==> src/rtl/sram_demux1to4.sv <==
// One-to-four SRAM-like request demultiplexer with address-window decode,
// registered read-data select and sticky capture of the first unmapped access.
module sram_demux1to4 #(
    parameter logic [31:0] BASE0         = 32'h0000_0000,
    parameter logic [31:0] MASK0         = 32'hFFF0_0000,
    parameter logic [31:0] BASE1         = 32'h1FAF_0000,
    parameter logic [31:0] MASK1         = 32'hFFFF_0000,
    parameter logic [31:0] BASE2         = 32'h1FC0_0000,
    parameter logic [31:0] MASK2         = 32'hFFF0_0000,
    parameter logic [31:0] BASE3         = 32'h2000_0000,
    parameter logic [31:0] MASK3         = 32'hF000_0000,
    parameter logic [31:0] DEFAULT_RDATA = 32'hDEAD_BEEF,
    parameter bit          REG_REQ       = 1'b0
) (
    input  logic         clk,
    input  logic         rst,
    input  logic         m_en,
    input  logic [3:0]   m_wen,
    input  logic [31:0]  m_addr,
    input  logic [31:0]  m_wdata,
    output logic [31:0]  m_rdata,
    output logic [3:0]   s_en,
    output logic [15:0]  s_wen,
    output logic [31:0]  s_addr,
    output logic [31:0]  s_wdata,
    input  logic [127:0] s_rdata,
    output logic         err,
    output logic [31:0]  err_addr,
    output logic         err_we,
    input  logic         err_clr
);

    // Effective (post-stage) request seen by decode and the slaves.
    logic        e_en;
    logic [3:0]  e_wen;
    logic [31:0] e_addr;
    logic [31:0] e_wdata;

    generate
        if (REG_REQ) begin : g_req_reg
            logic        q_en;
            logic [3:0]  q_wen;
            logic [31:0] q_addr;
            logic [31:0] q_wdata;

            // NOTE: sequential state uses non-blocking assignments so every register samples pre-edge values.
            always_ff @(posedge clk or posedge rst) begin
                if (rst) begin
                    q_en    <= 1'b0;
                    q_wen   <= 4'h0;
                    q_addr  <= 32'h0;
                    q_wdata <= 32'h0;
                end else begin
                    q_en    <= m_en;
                    q_wen   <= m_wen;
                    q_addr  <= m_addr;
                    q_wdata <= m_wdata;
                end
            end

            assign e_en    = q_en;
            assign e_wen   = q_wen;
            assign e_addr  = q_addr;
            assign e_wdata = q_wdata;
        end else begin : g_req_comb
            assign e_en    = m_en;
            assign e_wen   = m_wen;
            assign e_addr  = m_addr;
            assign e_wdata = m_wdata;
        end
    endgenerate

    logic [3:0] hit;
    logic [3:0] win;
    logic [1:0] sel;
    logic       miss;

    // NOTE: every output of this block gets a default first, so no path can infer a latch.
    always_comb begin
        hit[0] = ((e_addr & MASK0) == BASE0);
        hit[1] = ((e_addr & MASK1) == BASE1);
        hit[2] = ((e_addr & MASK2) == BASE2);
        hit[3] = ((e_addr & MASK3) == BASE3);
        win    = 4'b0000;
        sel    = 2'd0;
        if (hit[0]) begin
            win = 4'b0001;
            sel = 2'd0;
        end else if (hit[1]) begin
            win = 4'b0010;
            sel = 2'd1;
        end else if (hit[2]) begin
            win = 4'b0100;
            sel = 2'd2;
        end else if (hit[3]) begin
            win = 4'b1000;
            sel = 2'd3;
        end
        miss = (hit == 4'b0000);
    end

    assign s_en    = {4{e_en}} & win;
    assign s_wen   = {{4{win[3]}} & e_wen, {4{win[2]}} & e_wen,
                      {4{win[1]}} & e_wen, {4{win[0]}} & e_wen};
    assign s_addr  = e_addr;
    assign s_wdata = e_wdata;

    logic [1:0] sel_q;
    logic       miss_q;

    always_ff @(posedge clk or posedge rst) begin
        if (rst) begin
            sel_q  <= 2'd0;
            miss_q <= 1'b0;
        end else if (e_en) begin
            sel_q  <= sel;
            miss_q <= miss;
        end
    end

    assign m_rdata = miss_q ? DEFAULT_RDATA : s_rdata[{sel_q, 5'b0} +: 32];

    // A new miss overrides a same-cycle clear so the latest error is never lost.
    always_ff @(posedge clk or posedge rst) begin
        if (rst) begin
            err      <= 1'b0;
            err_addr <= 32'h0;
            err_we   <= 1'b0;
        end else if (e_en && miss) begin
            err <= 1'b1;
            if (!err || err_clr) begin
                err_addr <= e_addr;
                err_we   <= (e_wen != 4'h0);
            end
        end else if (err_clr) begin
            err <= 1'b0;
        end
    end

endmodule
==> config.mk <==
export PLATFORM = sky130hd
export DESIGN_NAME = sram_demux1to4
export DESIGN_NICKNAME = d
export VERILOG_FILES = /design/src/rtl/sram_demux1to4.sv
export SDC_FILE = /design/constraint.sdc
export NUM_CORES = 1
export LEC_CHECK = 0
export ABC_CLOCK_PERIOD_IN_PS = 4000
export BUFFER_PORTS_ARGS = -buffer_cell sky130_fd_sc_hd__buf_2
export CAP_MARGIN = 5
export CELL_PAD_IN_SITES_DETAIL_PLACEMENT = 1
export CELL_PAD_IN_SITES_GLOBAL_PLACEMENT = 1
export CORE_AREA = 2 2 137 139
export DETAILED_ROUTE_END_ITERATION = 8
export DIE_AREA = 0 0 139 141
export PLACE_DENSITY_LB_ADDON = 0.25
export SYNTH_ARGS = -nofsm -noshare
export SYNTH_HDL_FRONTEND = slang
export SYNTH_SLANG_ARGS = --single-unit
==> constraint.sdc <==
create_clock -name clk -period 4 [get_ports clk]
set_input_delay 0.6 -clock clk [delete_from_list [all_inputs] [get_ports clk]]
set_output_delay 0.6 -clock clk [all_outputs]
set_load 0.05 [all_outputs]
== Word-level counts from Yosys, hierarchy flattened ==
Index checks and enable logic that the tools add are counted.
Word-level totals
  flip-flop bits (word level): 37
  output and inout port bits: 150
  logic and storage cells: 33
Cells by class
  equality and inequality tests: 3
  shifts and indexed selects: 1
  multiplexer cells: 11
  bitwise operators: 5
  reductions and logical operators: 8
Operators with widths (count)
  indexed part select 128 x 8 -> 32 bit: 1
  zero test 32 bit: 1
  2-to-1 mux 32 bit: 1
  AND 4 bit: 5
  == test 16 x 13 -> 1 bit (second input constant): 1
  2-to-1 mux 4 bit: 4
  == test 12 x 9 -> 1 bit (second input constant): 1
  2-to-1 mux 2 bit: 4
  == test 4 x 2 -> 1 bit (second input constant): 1
  zero test 4 bit: 1
  nonzero test 4 bit: 1
  2-to-1 mux 1 bit: 2
  AND reduction 2 bit: 1
  nonzero test 2 bit: 1
  logical AND 1 bit: 1
  zero test 1 bit: 1
  logical OR 1 bit: 1

== Logic depth before layout (Yosys ltp) ==
  word-level depth: 6
  depth in mapped cells: 6
  gate-level depth less buffers: 5

== Least setup slack after synthesis ==
Ideal clock, no wire load.
  path type: input port to output port
  start point: in m_addr[29]
  end point: out s_en[2]
  arrival: 2.789 ns
  slack: 0.611 ns
  cell stages on the path: 4
  buffers on the path: 0
  cells stage by stage: or4_4 -> nor3b_2 -> and2_1 -> nor3b_1
On the way
  word-level cells in the longest chain between the ends: 5
Ends and longest elaborated chain
  start: declaration: line 19  | input logic [31:0] m_addr,
  == test 12 x 9 -> 1 bit: line 82  | hit[2] = ((e_addr & MASK2) == BASE2);
  2-to-1 mux 4 bit: line 92  | end else if (hit[2]) begin
  2-to-1 mux 4 bit: line 89  | end else if (hit[1]) begin
  2-to-1 mux 4 bit *: line 86  | if (hit[0]) begin
  AND 4 bit *: line 102  | assign s_en = {4{e_en}} & win;
  end: declaration: line 22  | output logic [3:0] s_en,
Mark *: on every way between the ends. The rest lies on a longest branch, timed or not.

== Worst setup path after layout ==
  start point: reg sel_q[0]
  end point: out m_rdata[8]
On the way
  word-level cells in the longest chain between the ends: 2
Ends and longest elaborated chain
  start: declaration: line 108  | logic [1:0] sel_q;
  start signal: assignment: line 116  | sel_q <= sel;
  indexed part select 128 x 8 -> 32 bit: line 121  | assign m_rdata = miss_q ? DEFAULT_RDATA : s_rdata[{sel_q, 5'b0} +: 32];
  2-to-1 mux 32 bit: line 121
  end: declaration: line 21  | output logic [31:0] m_rdata,
No other way between the ends.

==> results.rst <==
.. list-table::
   :header-rows: 1

   * - Metric
     - Value
   * - Starting utilization of the core area
     - between 10% and 20%
   * - Worst setup slack for register-to-register paths
     - ~2.3 ns
   * - Slew at the pin closest to its max-slew limit
     - 0.9415 ns
   * - Number of setup violations in the final report
     - 0
   * - Worst Setup Slack, final
     - just over 0.9 ns
   * - Relative slew margins
     - 37.24%
   * - Post-layout util
     - 24.66%
   * - Die Width
     - between 100 and 150 um
   * - Aggregate global-route resource usage
     - between 10% and 20%
   * - Fill cell instance count of the final layout
     - 2,196
   * - Series of cell instances along the critical path
     - buf_4 > mux4_2 > and2_1 > buf_2
   * - Routability-driven placement congestion ratio
     - between 0.8 and 0.9
   * - DR pass1 iterations
     - 3
   * - Mean area per synthesized cell
     - 11.79 um^2
   * - Top area cells in the synthesized netlist
     - sky130_fd_sc_hd__dfrtp_1, sky130_fd_sc_hd__mux4_2, sky130_fd_sc_hd__buf_4, sky130_fd_sc_hd__mux2_1, sky130_fd_sc_hd__or2_2
   * - Post-detailed-route DRC marker count
     - 0
   * - Number of nets in the synthesized netlist
     - ~470
   * - Postcts setup bufs
     - 0
   * - Area growth, synth to finish
     - 44.12%
   * - Family with the most delay on the worst path
     - flip-flops
   * - Number of max-cap violations
     - 0
   * - Cell internal power dissipation
     - about 0.00097 W
   * - RSZ-0062 raised after global routing
     - false
   * - Overall routed net length
     - approximately 13 mm
   * - Cell taking the most area after synthesis
     - sky130_fd_sc_hd__dfrtp_1
   * - Global-route wire length before repair
     - approximately 19 mm
   * - Period utilisation layout
     - between 70% and 80%
   * - Sequential-to-total area share from yosys stat
     - a little under 30%
   * - Cell type of the slowest stage on the worst timing path
     - sky130_fd_sc_hd__dfrtp_2
   * - Clock Tree Root
     - sky130_fd_sc_hd__clkbuf_16
   * - Area share of the largest cell type after synthesis
     - 29.62%
   * - Leakage
     - ~2.2 nW
   * - Flop pwr share
     - between 20% and 30%
   * - Seq cells post-synth
     - 37
   * - Estimated wirelength of the detail-placed design
     - between 10 and 15 mm
   * - Synth unique cells
     - 30
   * - Post-route setup TNS
     - 0 ns
   * - Max IR drop VDD
     - 0.1867 mV
   * - Fin Clk Skew
     - between 0.005 and 0.006 ns
   * - Initial antenna violation count
     - 1
   * - HP Class
     - input port to asynchronous set/reset pin
   * - Via total after detailed routing
     - 2,961
   * - Total global routing overflow
     - 0
   * - Number of vias per cell after detailed routing
     - between 4 and 5
   * - Crit path kind
     - flip-flop to output port
   * - Switching share of total power
     - around 43%
   * - Count of buffering cells on the critical path with inverters included
     - 2
   * - Count of nets after finishing
     - 684
   * - Area taken by multi-input logic gates
     - approximately 0.0016 mm^2
   * - Core area
     - roughly 0.018 mm^2
   * - Clock insertion delay at the later pin of the skew report
     - 0.28 ns
   * - Port Buffers
     - around 290
   * - H-Tree Level Count
     - 2
   * - Maximum number of pins on one net before global-route repair
     - 38
   * - Number of clock sinks
     - 37
   * - Post-layout min period
     - roughly 3.1 ns
   * - Number of DRC violations after detailed-routing iteration 0
     - 34
   * - Endpoint class of the critical path
     - output port
   * - Switching power summed over all nets
     - around 0.00073 W
   * - Fraction of power consumed by the clock network
     - roughly 27%
   * - Signal arrival time at the worst endpoint
     - about 2.5 ns
   * - Number of buffers created by CTS
     - 5
   * - Yosys Warn Count
     - 0
   * - Peak per-stage delay on the critical path
     - around 0.98 ns
   * - Worst slack, placed
     - 0.9334 ns
   * - Logic gate share of total power
     - between 40% and 50%
   * - DRT antenna net count
     - 0
   * - Count of mapped cells out of synthesis
     - 265
   * - Cell depth of the worst flop-to-flop path
     - 5
   * - Fraction of final layout cells sized beyond drive strength 1
     - 74.64%
   * - Number of buffers on the longest clock path
     - 2
   * - Final hold viol count
     - 0
   * - Detailed-route wire length per cell
     - 17.66 um
   * - Required time of the critical path
     - 3.40 ns
   * - Run status
     - completed
   * - Crit path max fanout
     - 29
   * - Startpoint Class
     - flip-flop
   * - Number of logic stages on the critical path including buffering
     - 4
   * - # hold bufs at CTS
     - 0
   * - Resized cells post-CTS
     - 0
   * - Row cnt
     - 50
   * - Area occupied by registers
     - roughly 900 um^2
   * - Vias in the first global route
     - between 3,000 and 4,000
   * - FMAX
     - about 330 MHz
   * - Die height
     - 141 um
   * - Power per Cell Area
     - 378.1 mW/mm^2
   * - Pins over their slew limit
     - 0
   * - Number of I/O pins
     - between 300 and 400
   * - Cell Area, Synth
     - between 0.003 and 0.004 mm^2
   * - Area enclosed by the die boundary
     - 0.01960 mm^2
   * - CTS clk-pin slew, worst paths
     - 0.06 ns
   * - TritonCTS clock tree
     - done
[per-stage QoR]
step / instances / area [um^2] / total power (W) / hold WS (ns)
global placement: 711 / 4330 / 0.001246 / 0.4702
finish: 720 / 4504 / 0.001703 / 0.4328
global route: 720 / 4504 / 0.001793 / 0.4846
floorplan: 265 / 3126 / 0.001127 / 0.6275
CTS: 719 / 4502 / 0.001744 / 0.4519
detailed placement: 711 / 4330 / 0.001255 / 0.4778
[path summary, 6_finish.rpt]
kind	start	end
max in group asynchronous	rst	sel_q[0]
min in group clk	err_addr[5]	err_addr[5]
setup / recovery	sel_q[0]	m_rdata[8]
hold / removal	rst	err_addr[21]
setup reg to reg	err	err_addr[30]
hold reg to reg	err_addr[5]	err_addr[5]
[cell usage in the layout (no fill, tap or decap)]
cell type	instances
sky130_fd_sc_hd__or4_4	1
sky130_fd_sc_hd__mux2_1	32
sky130_fd_sc_hd__bufinv_16	1
sky130_fd_sc_hd__clkinvlp_4	1
sky130_fd_sc_hd__nor4_4	2
sky130_fd_sc_hd__nor2b_1	2
sky130_fd_sc_hd__buf_2	285
sky130_fd_sc_hd__nand2b_1	2
sky130_fd_sc_hd__or4_1	2
sky130_fd_sc_hd__nand3_1	1
sky130_fd_sc_hd__clkbuf_16	5
sky130_fd_sc_hd__and3_1	8
sky130_fd_sc_hd__clkinv_4	1
sky130_fd_sc_hd__or3_1	1
sky130_fd_sc_hd__nor2_1	5
sky130_fd_sc_hd__a31oi_1	1
sky130_fd_sc_hd__a21oi_1	3
sky130_fd_sc_hd__o21ai_1	2
sky130_fd_sc_hd__nor3b_2	1
sky130_fd_sc_hd__diode_2	1
sky130_fd_sc_hd__buf_4	5
sky130_fd_sc_hd__and2_1	19
sky130_fd_sc_hd__nor4_1	1
sky130_fd_sc_hd__inv_1	2
sky130_fd_sc_hd__nand2_1	4
sky130_fd_sc_hd__mux4_2	32
sky130_fd_sc_hd__nand4_1	1
sky130_fd_sc_hd__dfrtp_1	36
sky130_fd_sc_hd__nor3_2	1
sky130_fd_sc_hd__nor3b_1	1
sky130_fd_sc_hd__nor4b_2	1
sky130_fd_sc_hd__nand2_4	1
sky130_fd_sc_hd__dfrtp_2	1
sky130_fd_sc_hd__or2_2	24
[kinds of logic (layout without fill, tap and decap cells)]
kind of cell	Yosys count	after routing	share of synthesized area (%)
multiplexers	64	64	34.59
AND/OR/NAND/NOR	78	78	16.65
other	0	1	0
buffers and inverters	80	300	18.13
AO/OA/AOI/OAI	6	6	1.001
flip-flops	37	37	29.62
[layout make-up]
| class | count | share of cell area (%) |
|---|---|---|
| diodes | 1 | 0.05556 |
| clock buffers | 5 | 2.778 |
| clock inverters | 3 | 1.028 |
| inverters | 2 | 0.1667 |
| multi-input cells | 148 | 36.39 |
| flip-flops and latches | 37 | 20.58 |
| well taps | 234 | 6.500 |
| repair buffers | 290 | 32.50 |
[power by group through the flow]
stage / registers, W / logic, W / clock network [W]
after floorplan: 0.000659 / 0.000467 / 0
after global placement: 0.000482 / 0.000763 / 0
after detailed placement: 0.000487 / 0.000768 / 0
after CTS: 0.000481 / 0.000769 / 0.000493
after global routing: 0.000490 / 0.000799 / 0.000504
final: 0.000478 / 0.000758 / 0.000467
[state kept, by name, indices dropped and copies added (netlist names)]
name / count
err_addr: 32
sel_q: 2
err: 1
err_we: 1
miss_q: 1
[layer usage]
layer,vias up,wire [um],global-route usage [%]
li1,1327,-,-
met1,1421,4959,14.13
met2,206,6606,22.92
met3,7,1043,3.567
met4,0,103,2.711
met5,-,0,0
[Yosys cell counts]
cell type	number
sky130_fd_sc_hd__a21oi_1	3
sky130_fd_sc_hd__nor4_4	2
sky130_fd_sc_hd__or4_1	2
sky130_fd_sc_hd__mux2_1	32
sky130_fd_sc_hd__nor4_1	1
sky130_fd_sc_hd__buf_6	3
sky130_fd_sc_hd__nand2b_1	2
sky130_fd_sc_hd__or3_1	1
sky130_fd_sc_hd__inv_1	2
sky130_fd_sc_hd__mux4_2	32
sky130_fd_sc_hd__nor3b_1	1
sky130_fd_sc_hd__nor2b_1	2
sky130_fd_sc_hd__and3_1	8
sky130_fd_sc_hd__dfrtp_1	37
sky130_fd_sc_hd__o21ai_1	2
sky130_fd_sc_hd__or2_2	24
sky130_fd_sc_hd__or4_4	1
sky130_fd_sc_hd__nor3b_2	1
sky130_fd_sc_hd__a31oi_1	1
sky130_fd_sc_hd__nor3_2	1
sky130_fd_sc_hd__nor2_1	5
sky130_fd_sc_hd__nand2_1	4
sky130_fd_sc_hd__and2_1	19
sky130_fd_sc_hd__nand2_4	1
sky130_fd_sc_hd__buf_2	3
sky130_fd_sc_hd__buf_4	64
sky130_fd_sc_hd__nor4b_1	1
sky130_fd_sc_hd__nand3_1	1
sky130_fd_sc_hd__clkbuf_1	8
sky130_fd_sc_hd__nand4_1	1
[worst min-delay path: cells and delay by family]
kind,cells,cell delay [ns]
buffers and inverters,3,0.56
Power figures use the tool's default switching activity.
